===== config.mk =====
export PLATFORM = sky130hd
export DESIGN_NAME = slavefifo2b_mode_ctrl
export DESIGN_NICKNAME = d
export VERILOG_FILES = /design/src/rtl/slavefifo2b_pkg.sv /design/src/rtl/slavefifo2b_sync_stable.sv /design/src/rtl/slavefifo2b_mode_ctrl.sv
export SDC_FILE = /design/constraint.sdc
export NUM_CORES = 1
export LEC_CHECK = 0
export ABC_AREA = 0
export CORE_ASPECT_RATIO = 0.7
export CORE_UTILIZATION = 41
export DETAILED_ROUTE_END_ITERATION = 8
export PLACE_DENSITY = 0.81
export SLEW_MARGIN = 5
export SYNTH_ARGS = -nofsm -noshare
export SYNTH_HDL_FRONTEND = slang
export SYNTH_SLANG_ARGS = --single-unit

===== constraint.sdc =====
create_clock -name clk_100 -period 2.8 [get_ports clk_100]
set_clock_uncertainty 0.1 [all_clocks]
set_input_delay 0.42 -clock clk_100 [delete_from_list [all_inputs] [get_ports clk_100]]
set_output_delay 0.42 -clock clk_100 [all_outputs]
set_load 0.05 [all_outputs]

===== src/rtl/slavefifo2b_pkg.sv =====
// Shared mode codes, state encoding and FIFO address constants for the
// FX3 slave-FIFO 2-bit mode controller.
package slavefifo2b_pkg;

  localparam logic [2:0] MODE_NONE       = 3'd0;
  localparam logic [2:0] MODE_LOOPBACK   = 3'd1;
  localparam logic [2:0] MODE_STREAM_IN  = 3'd2;
  localparam logic [2:0] MODE_STREAM_OUT = 3'd3;
  localparam logic [2:0] MODE_ZLP        = 3'd4;

  localparam logic [1:0] FADDR_IDLE = 2'd0;

  typedef enum logic [1:0] {
    ST_IDLE,
    ST_ACTIVE,
    ST_DRAIN,
    ST_GUARD
  } state_t;

endpackage


===== src/rtl/slavefifo2b_sync_stable.sv =====
// Brings the asynchronous mode request into clk_100 and only reports it once
// the sanitised code has held steady for two cycles after synchronisation.
module slavefifo2b_sync_stable #(
  parameter int NMODES = 4
) (
  input  logic       clk_100,
  input  logic       reset_,
  input  logic [2:0] mode_req,
  output logic [2:0] req_code,
  output logic       req_ok
);

  logic [2:0] meta_q, meta_d;
  logic [2:0] sync_q, sync_d;
  logic [2:0] hold_q, hold_d;
  logic [1:0] stable_cnt_q, stable_cnt_d;
  logic [2:0] code;

  // Codes beyond the number of generators collapse to "no mode".
  always_comb begin
    meta_d       = mode_req;
    sync_d       = meta_q;
    code         = (sync_q > 3'(NMODES)) ? 3'd0 : sync_q;
    hold_d       = code;
    stable_cnt_d = 2'd0;
    if (code == hold_q) begin
      stable_cnt_d = (stable_cnt_q == 2'd2) ? 2'd2 : stable_cnt_q + 2'd1;
    end
  end

  always_ff @(posedge clk_100 or negedge reset_) begin
    if (!reset_) begin
      meta_q       <= 3'd0;
      sync_q       <= 3'd0;
      hold_q       <= 3'd0;
      stable_cnt_q <= 2'd0;
    end else begin
      meta_q       <= meta_d;
      sync_q       <= sync_d;
      hold_q       <= hold_d;
      stable_cnt_q <= stable_cnt_d;
    end
  end

  assign req_code = hold_q;
  assign req_ok   = (stable_cnt_q == 2'd2);

endmodule


===== src/rtl/slavefifo2b_mode_ctrl.sv =====
// Arbitrates the FX3 slave-FIFO bus between the per-mode traffic generators:
// deselect, drain, quiet guard interval, then grant exactly one generator.
module slavefifo2b_mode_ctrl
  import slavefifo2b_pkg::*;
#(
  parameter int NMODES    = 4,
  parameter int DW        = 32,
  parameter int GUARD_CYC = 4,
  parameter int DRAIN_MAX = 255
) (
  input  logic                 clk_100,
  input  logic                 reset_,
  input  logic [2:0]           mode_req,
  input  logic                 flaga,
  input  logic                 flagb,
  input  logic                 flagc,
  input  logic                 flagd,
  output logic                 flaga_d,
  output logic                 flagb_d,
  output logic                 flagc_d,
  output logic                 flagd_d,
  output logic [NMODES-1:0]    mode_sel,
  input  logic [NMODES-1:0]    req_busy,
  input  logic [NMODES-1:0]    req_slwr_n,
  input  logic [NMODES-1:0]    req_slrd_n,
  input  logic [NMODES-1:0]    req_sloe_n,
  input  logic [NMODES-1:0]    req_pktend_n,
  input  logic [2*NMODES-1:0]  req_faddr,
  input  logic [DW*NMODES-1:0] req_data,
  output logic                 slwr_,
  output logic                 slrd_,
  output logic                 sloe_,
  output logic                 pktend_,
  output logic [1:0]           faddr,
  output logic [DW-1:0]        data_out,
  output logic                 data_oe,
  output logic [2:0]           cur_mode,
  output logic                 drain_timeout
);

  localparam int DCW = $clog2(DRAIN_MAX + 1);

  logic [2:0] req_code;
  logic       req_ok;

  slavefifo2b_sync_stable #(.NMODES(NMODES)) u_sync (
    .clk_100  (clk_100),
    .reset_   (reset_),
    .mode_req (mode_req),
    .req_code (req_code),
    .req_ok   (req_ok)
  );

  state_t             state_q, state_d;
  logic [2:0]         cur_mode_q, cur_mode_d;
  logic [2:0]         target_q, target_d;
  logic [3:0]         guard_cnt_q, guard_cnt_d;
  logic [DCW-1:0]     drain_cnt_q, drain_cnt_d;
  logic               idle_seen_q, idle_seen_d;
  logic               drain_timeout_q, drain_timeout_d;
  logic [NMODES-1:0]  mode_sel_q, mode_sel_d;
  logic [NMODES-1:0]  cur_onehot;
  logic               busy_old, drain_done;
  logic [3:0]         flags_q, flags_d;

  logic               slwr_q, slwr_d, slrd_q, slrd_d, sloe_q, sloe_d;
  logic               pktend_q, pktend_d, data_oe_q, data_oe_d;
  logic [1:0]         faddr_q, faddr_d;
  logic [DW-1:0]      data_q, data_d;
  logic               m_slwr, m_slrd, m_sloe, m_pktend;
  logic [1:0]         m_faddr;
  logic [DW-1:0]      m_data;

  always_comb begin
    for (int i = 0; i < NMODES; i++) begin
      cur_onehot[i] = (cur_mode_q == 3'(i + 1));
    end
    busy_old = |(req_busy & cur_onehot);
  end

  always_comb begin
    state_d         = state_q;
    cur_mode_d      = cur_mode_q;
    target_d        = target_q;
    guard_cnt_d     = guard_cnt_q;
    drain_cnt_d     = drain_cnt_q;
    idle_seen_d     = idle_seen_q;
    drain_timeout_d = drain_timeout_q;
    drain_done      = 1'b0;
    case (state_q)
      ST_IDLE: begin
        if (req_ok && req_code != MODE_NONE && req_code != cur_mode_q) begin
          target_d    = req_code;
          guard_cnt_d = 4'd0;
          state_d     = ST_GUARD;
        end
      end
      ST_ACTIVE: begin
        if (req_ok && req_code != cur_mode_q) begin
          target_d    = req_code;
          drain_cnt_d = '0;
          idle_seen_d = 1'b0;
          guard_cnt_d = 4'd0;
          state_d     = ST_DRAIN;
        end
      end
      ST_DRAIN: begin
        guard_cnt_d = 4'd0;
        if (req_ok) begin
          target_d = req_code;
        end
        idle_seen_d = !busy_old;
        drain_cnt_d = drain_cnt_q + DCW'(1);
        drain_done  = !busy_old && idle_seen_q;
        // The old generator is never cut off mid-burst unless it overstays.
        if (drain_done || drain_cnt_q == DCW'(DRAIN_MAX - 1)) begin
          if (!drain_done) begin
            drain_timeout_d = 1'b1;
          end
          if (target_d == MODE_NONE) begin
            state_d    = ST_IDLE;
            cur_mode_d = MODE_NONE;
          end else begin
            state_d = ST_GUARD;
          end
        end
      end
      ST_GUARD: begin
        if (req_ok) begin
          target_d = req_code;
        end
        if (guard_cnt_q == 4'(GUARD_CYC - 1)) begin
          if (target_d == MODE_NONE) begin
            state_d    = ST_IDLE;
            cur_mode_d = MODE_NONE;
          end else begin
            state_d    = ST_ACTIVE;
            cur_mode_d = target_d;
          end
        end else begin
          guard_cnt_d = guard_cnt_q + 4'd1;
        end
      end
      default: state_d = ST_IDLE;
    endcase
    for (int i = 0; i < NMODES; i++) begin
      mode_sel_d[i] = (state_d == ST_ACTIVE) && (cur_mode_d == 3'(i + 1));
    end
  end

  // Single-source mux: cur_onehot guarantees strobes are never merged.
  always_comb begin
    m_slwr   = 1'b1;
    m_slrd   = 1'b1;
    m_sloe   = 1'b1;
    m_pktend = 1'b1;
    m_faddr  = FADDR_IDLE;
    m_data   = '0;
    if (state_q == ST_ACTIVE || state_q == ST_DRAIN) begin
      for (int i = 0; i < NMODES; i++) begin
        if (cur_onehot[i]) begin
          m_slwr   = req_slwr_n[i];
          m_slrd   = req_slrd_n[i];
          m_sloe   = req_sloe_n[i];
          m_pktend = req_pktend_n[i];
          m_faddr  = req_faddr[2*i +: 2];
          m_data   = req_data[DW*i +: DW];
        end
      end
    end
    slwr_d    = m_slwr;
    slrd_d    = m_slrd | ~m_slwr;
    sloe_d    = m_sloe;
    pktend_d  = m_pktend;
    data_oe_d = ~m_slwr | ~m_pktend;
    faddr_d   = m_faddr;
    data_d    = m_data;
    flags_d   = {flagd, flagc, flagb, flaga};
  end

  always_ff @(posedge clk_100 or negedge reset_) begin
    if (!reset_) begin
      state_q         <= ST_IDLE;
      cur_mode_q      <= MODE_NONE;
      target_q        <= MODE_NONE;
      guard_cnt_q     <= 4'd0;
      drain_cnt_q     <= '0;
      idle_seen_q     <= 1'b0;
      drain_timeout_q <= 1'b0;
      mode_sel_q      <= '0;
      flags_q         <= 4'd0;
      slwr_q          <= 1'b1;
      slrd_q          <= 1'b1;
      sloe_q          <= 1'b1;
      pktend_q        <= 1'b1;
      data_oe_q       <= 1'b0;
      faddr_q         <= FADDR_IDLE;
      data_q          <= '0;
    end else begin
      state_q         <= state_d;
      cur_mode_q      <= cur_mode_d;
      target_q        <= target_d;
      guard_cnt_q     <= guard_cnt_d;
      drain_cnt_q     <= drain_cnt_d;
      idle_seen_q     <= idle_seen_d;
      drain_timeout_q <= drain_timeout_d;
      mode_sel_q      <= mode_sel_d;
      flags_q         <= flags_d;
      slwr_q          <= slwr_d;
      slrd_q          <= slrd_d;
      sloe_q          <= sloe_d;
      pktend_q        <= pktend_d;
      data_oe_q       <= data_oe_d;
      faddr_q         <= faddr_d;
      data_q          <= data_d;
    end
  end

  assign mode_sel      = mode_sel_q;
  assign cur_mode      = cur_mode_q;
  assign drain_timeout = drain_timeout_q;
  assign {flagd_d, flagc_d, flagb_d, flaga_d} = flags_q;
  assign slwr_         = slwr_q;
  assign slrd_         = slrd_q;
  assign sloe_         = sloe_q;
  assign pktend_       = pktend_q;
  assign data_oe       = data_oe_q;
  assign faddr         = faddr_q;
  assign data_out      = data_q;

endmodule


==> run metrics <==
count of filler cells inserted in the layout around 820; count of yosys warnings during synthesis 0; Seq pwr share around a third; DR WL met3 1079 um; aggregate global routing overflow 0; area added between synthesis and finish 57.62%; multiplexer fraction of the synthesized cell area 11.26%; crit-path cells inv_1 -> ha_1 -> inv_1 -> o41a_1 -> a21boi_4 -> o21bai_2 -> mux2_1; Core Footprint between 10000 and 15000 um2; fraction of layout cells with a size suffix above 1 roughly 13%; initial standard-cell utilization of the core 42.80%; Initial DRT Pass Iterations 5; Multi-input gate area between 2000 and 2500 um2; number of nets with antenna violations after routing 0; Starting DRT DRC Count about 180; area leader, netlist sky130_fd_sc_hd__dfrtp_1; number of ports placed on the die boundary about 220; antenna violations before repair 0; share of Yosys cell area claimed by the top area cell type 42.27%; number of synthesized register bits 80; family with the most delay on the worst path compound AO/OA/AOI/OAI gates; RSZ-0062 raised after global routing no; internal power ~0.0026 W; # port buffers 215; diodes inserted 0; worst hold path class input port to asynchronous set/reset pin; number of cells in the finished layout apart from fillers roughly 800; peak per-stage delay on the critical path 0.54 ns; count of different cell masters after synthesis between 50 and 60; wire length per cell after detailed routing 17.53 um; main area contributors after synthesis sky130_fd_sc_hd__dfrtp_1 42%, sky130_fd_sc_hd__mux2_2 8.5%, sky130_fd_sc_hd__a22oi_1 5.7%, sky130_fd_sc_hd__and2_1 5.4%, sky130_fd_sc_hd__o21ai_0 4.6%; uppermost metal layer occupied by signal nets met4; clock-pin slew of the registers on the worst-case setup and hold paths around 0.06 ns; DP Wirelength around 11000 um; post-route setup TNS 0 ns; die area between 10000 and 15000 um2; area used by sequential logic in the layout approximately 2000 um2; Final Core Density 67.47%; run status completed; clock network fraction of design power 31.2%; number of nets in the final layout between 800 and 900; number of hold-slack violations in the final timing report 0; number of remaining DRC errors 0; routability congestion estimate from global placement between 0.8 and 0.9; number of post-CTS setup repair buffers 0; wirelength, routed 14060 um; share of the synthesized area in compound gates (AO/OA/AOI/OAI) between 10% and 20%; total global routing track utilization ~25%; part of the cycle the worst path needs 93.72%; Met2 Routed Length about 7000 um; H-tree depth 3; Required @ worst endpoint about 2.9 ns; Final min period approximately 2.6 ns; Setup CP Type flop to flop; drt via density around 5.3; placed cells 786; switching power as a share of total power around a third; sort of element at the end of the critical path flop; headroom to the max-slew limit approximately 34%; switching component of the power 0.001320 W; Synth Area in Simple Gates between 10% and 20%; Max Buffers Root-to-Sink 2; Logic pwr share about 35%; crit path buf inv count 2; via count of the first global-routing pass approximately 4.2k; cell at the slowest stage of the critical path sky130_fd_sc_hd__o41a_1; critical path startpoint category flop; xor/xnor share of the synthesized area 1.557%; count of final max-slew check failures 0; width of the die approximately 130 um; largest net degree at the start of global routing 81; later-pin clock latency in the skew report about 0.33 ns; number of standard cells after synthesis around 450; Arr. time, crit path approximately 2.7 ns; flip-flop cell with the highest count after synthesis sky130_fd_sc_hd__dfrtp_1; Peak Freq between 300 and 400 MHz; number of enable flip-flop cells after synthesis 0; largest fanout on the critical path 9; worst supply voltage drop on vdd between 0.3 and 0.4 mV; Syn Std Cell Area roughly 4500 um2; total number of vias 4221; wire length the detailed router placed on met1 approximately 5800 um; clock tree from TritonCTS done; async set-or-reset flop fraction in the synthesized netlist 100.0%; combinational family with the most area after synthesis compound AO/OA/AOI/OAI gates; leakage power summed over all cells between 2 and 3 nW; Post-Synth Adder-Cell Area around 2.8%; clock tree sinks 80; first-pass GRT wire length ~21000 um; Max Cap Viol 0; transition at the pin with the smallest max-transition slack 0.9892 ns; # setup viols final 0; number of buffers created by CTS 9; proportion of synthesized chip area in sequential cells between 40% and 50%; buffer cell driving the clock tree root sky130_fd_sc_hd__clkbuf_16; PwrDens 559.0 nW/um2; mean post-synth cell area 10.09 um2; net count after synthesis roughly 620; site row count 31; y dimension of the die 89.65 um; cell with the most instances on the worst path sky130_fd_sc_hd__inv_1
==> power groups by stage <==
| stage | combinational, W | clock, W | sequential (W) |
|---|---|---|---|
| detailed placement | 0.00136 | 0 | 0.00138 |
| floorplan | 0.000754 | 0 | 0.00142 |
| global placement | 0.00131 | 0 | 0.00137 |
| global route | 0.00149 | 0.00133 | 0.00137 |
| CTS | 0.00137 | 0.00126 | 0.00136 |
| finish | 0.00137 | 0.00124 | 0.00136 |
==> per-layer routing <==
| metal | up-vias | global-route usage, % |
|---|---|---|
| met5 | - | 0 |
| met4 | 0 | 8.766 |
| met3 | 20 | 6.813 |
| met2 | 188 | 42.41 |
| met1 | 2015 | 30.00 |
| li1 | 1998 | - |
==> placed cells by master, fill, tap and decap left out, types with 7 or more instances in the layout <==
cell | Yosys | layout
sky130_fd_sc_hd__o21ai_0 | 41 | 41
sky130_fd_sc_hd__and2_1 | 39 | 39
sky130_fd_sc_hd__clkdlybuf4s50_1 | 0 | 213
sky130_fd_sc_hd__buf_4 | 2 | 10
sky130_fd_sc_hd__clkbuf_16 | 0 | 9
sky130_fd_sc_hd__mux2i_1 | 9 | 9
sky130_fd_sc_hd__mux2_2 | 34 | 34
sky130_fd_sc_hd__ha_1 | 10 | 9
sky130_fd_sc_hd__dfrtp_1 | 76 | 74
sky130_fd_sc_hd__nand3_1 | 7 | 7
sky130_fd_sc_hd__a21oi_1 | 11 | 11
sky130_fd_sc_hd__inv_1 | 11 | 11
sky130_fd_sc_hd__nor2_1 | 14 | 14
sky130_fd_sc_hd__a22oi_1 | 34 | 34
sky130_fd_sc_hd__nand2_1 | 51 | 51
==> stage by stage <==
stage	worst slack [ns]	area, um2	power (W)	hold slack, ns
4_1_cts	0.1695	7089	0.003993	0.1959
3_3_place_gp	0.3653	6775	0.002677	0.2432
2_1_floorplan	0.3725	4499	0.002173	0.02441
3_5_place_dp	0.1933	6775	0.002739	0.2386
5_1_grt	0.01644	7092	0.004189	0.2294
6_report	0.1760	7092	0.003964	0.1467
==> cells in the mapped netlist, types with 2 or more instances <==
cell type / count
sky130_fd_sc_hd__nor4_4: 2
sky130_fd_sc_hd__nor3_1: 5
sky130_fd_sc_hd__a22o_1: 4
sky130_fd_sc_hd__nor2b_1: 3
sky130_fd_sc_hd__nor2_1: 14
sky130_fd_sc_hd__o311ai_1: 3
sky130_fd_sc_hd__dfstp_2: 4
sky130_fd_sc_hd__inv_1: 11
sky130_fd_sc_hd__a21oi_1: 11
sky130_fd_sc_hd__clkbuf_1: 20
sky130_fd_sc_hd__o21ai_0: 41
sky130_fd_sc_hd__nor4b_1: 3
sky130_fd_sc_hd__nand2b_1: 2
sky130_fd_sc_hd__o2bb2ai_2: 3
sky130_fd_sc_hd__mux2i_1: 9
sky130_fd_sc_hd__xnor2_1: 3
sky130_fd_sc_hd__nand2_1: 51
sky130_fd_sc_hd__dfrtp_1: 76
sky130_fd_sc_hd__ha_1: 10
sky130_fd_sc_hd__mux2_1: 3
sky130_fd_sc_hd__buf_1: 4
sky130_fd_sc_hd__mux2_2: 34
sky130_fd_sc_hd__xor2_1: 5
sky130_fd_sc_hd__nand3_1: 7
sky130_fd_sc_hd__buf_2: 5
sky130_fd_sc_hd__and2_1: 39
sky130_fd_sc_hd__buf_4: 2
sky130_fd_sc_hd__o211ai_1: 3
sky130_fd_sc_hd__nor3b_2: 3
sky130_fd_sc_hd__or3_1: 4
sky130_fd_sc_hd__o22ai_1: 5
sky130_fd_sc_hd__a31o_2: 2
sky130_fd_sc_hd__a22oi_1: 34
==> path summary, 6_finish.rpt <==
path	startpoint	end	slack, ns	cells past startpoint
setup / recovery	state_q[1]$_DFF_PN0_	target_q[0]$_DFFE_PN0P_	0.18	7
hold / removal	reset_	data_out[22]$_DFF_PN0_	0.15	1
setup reg to reg	state_q[1]$_DFF_PN0_	target_q[0]$_DFFE_PN0P_	0.18	7
hold reg to reg	u_sync.meta_q[2]$_DFF_PN0_	u_sync.sync_q[2]$_DFF_PN0_	0.25	0
max in group asynchronous	reset_	cur_mode[1]$_DFF_PN0_	1.75	1
min in group clk_100	u_sync.meta_q[2]$_DFF_PN0_	u_sync.sync_q[2]$_DFF_PN0_	0.25	0
==> timing repair <==
item,CTS,global route
endpoints found under the setup margin,0,4
resized for setup,0,1
hold buffers,0,0
==> flip-flops by register name, summed over array words and instances, names as in the netlist <==
signal and flops:
slwr_ 1, u_sync.meta_q 3, mode_sel 4, data_oe 1, faddr 2, u_sync.req_code 3
u_sync.stable_cnt_q 2, data_out 32, guard_cnt_q 4, cur_mode 3, drain_timeout 1, u_sync.sync_q 3
idle_seen_q 1, state_q 2, drain_cnt_q 8, pktend_ 1, slrd_ 1, sloe_ 1
target_q 3, flags_q 4
==> final cells by class <==
cell class,count,share of cell area (%)
repair buffers,224,31.40
clock buffers,11,3.282
clock inverters,5,1.147
multi-input cells,323,32.64
inverters,11,0.5822
well taps,148,2.611
flip-flops and latches,80,28.33
==> cell families after synthesis <==
| group | after synthesis |
|---|---|
| simple gates | 140 |
| compound gates | 119 |
| flops | 80 |
| mux | 46 |
| buf+inv | 43 |
| fa+ha+maj | 10 |
| xor+xnor | 8 |
Power figures use the tool's default switching activity.
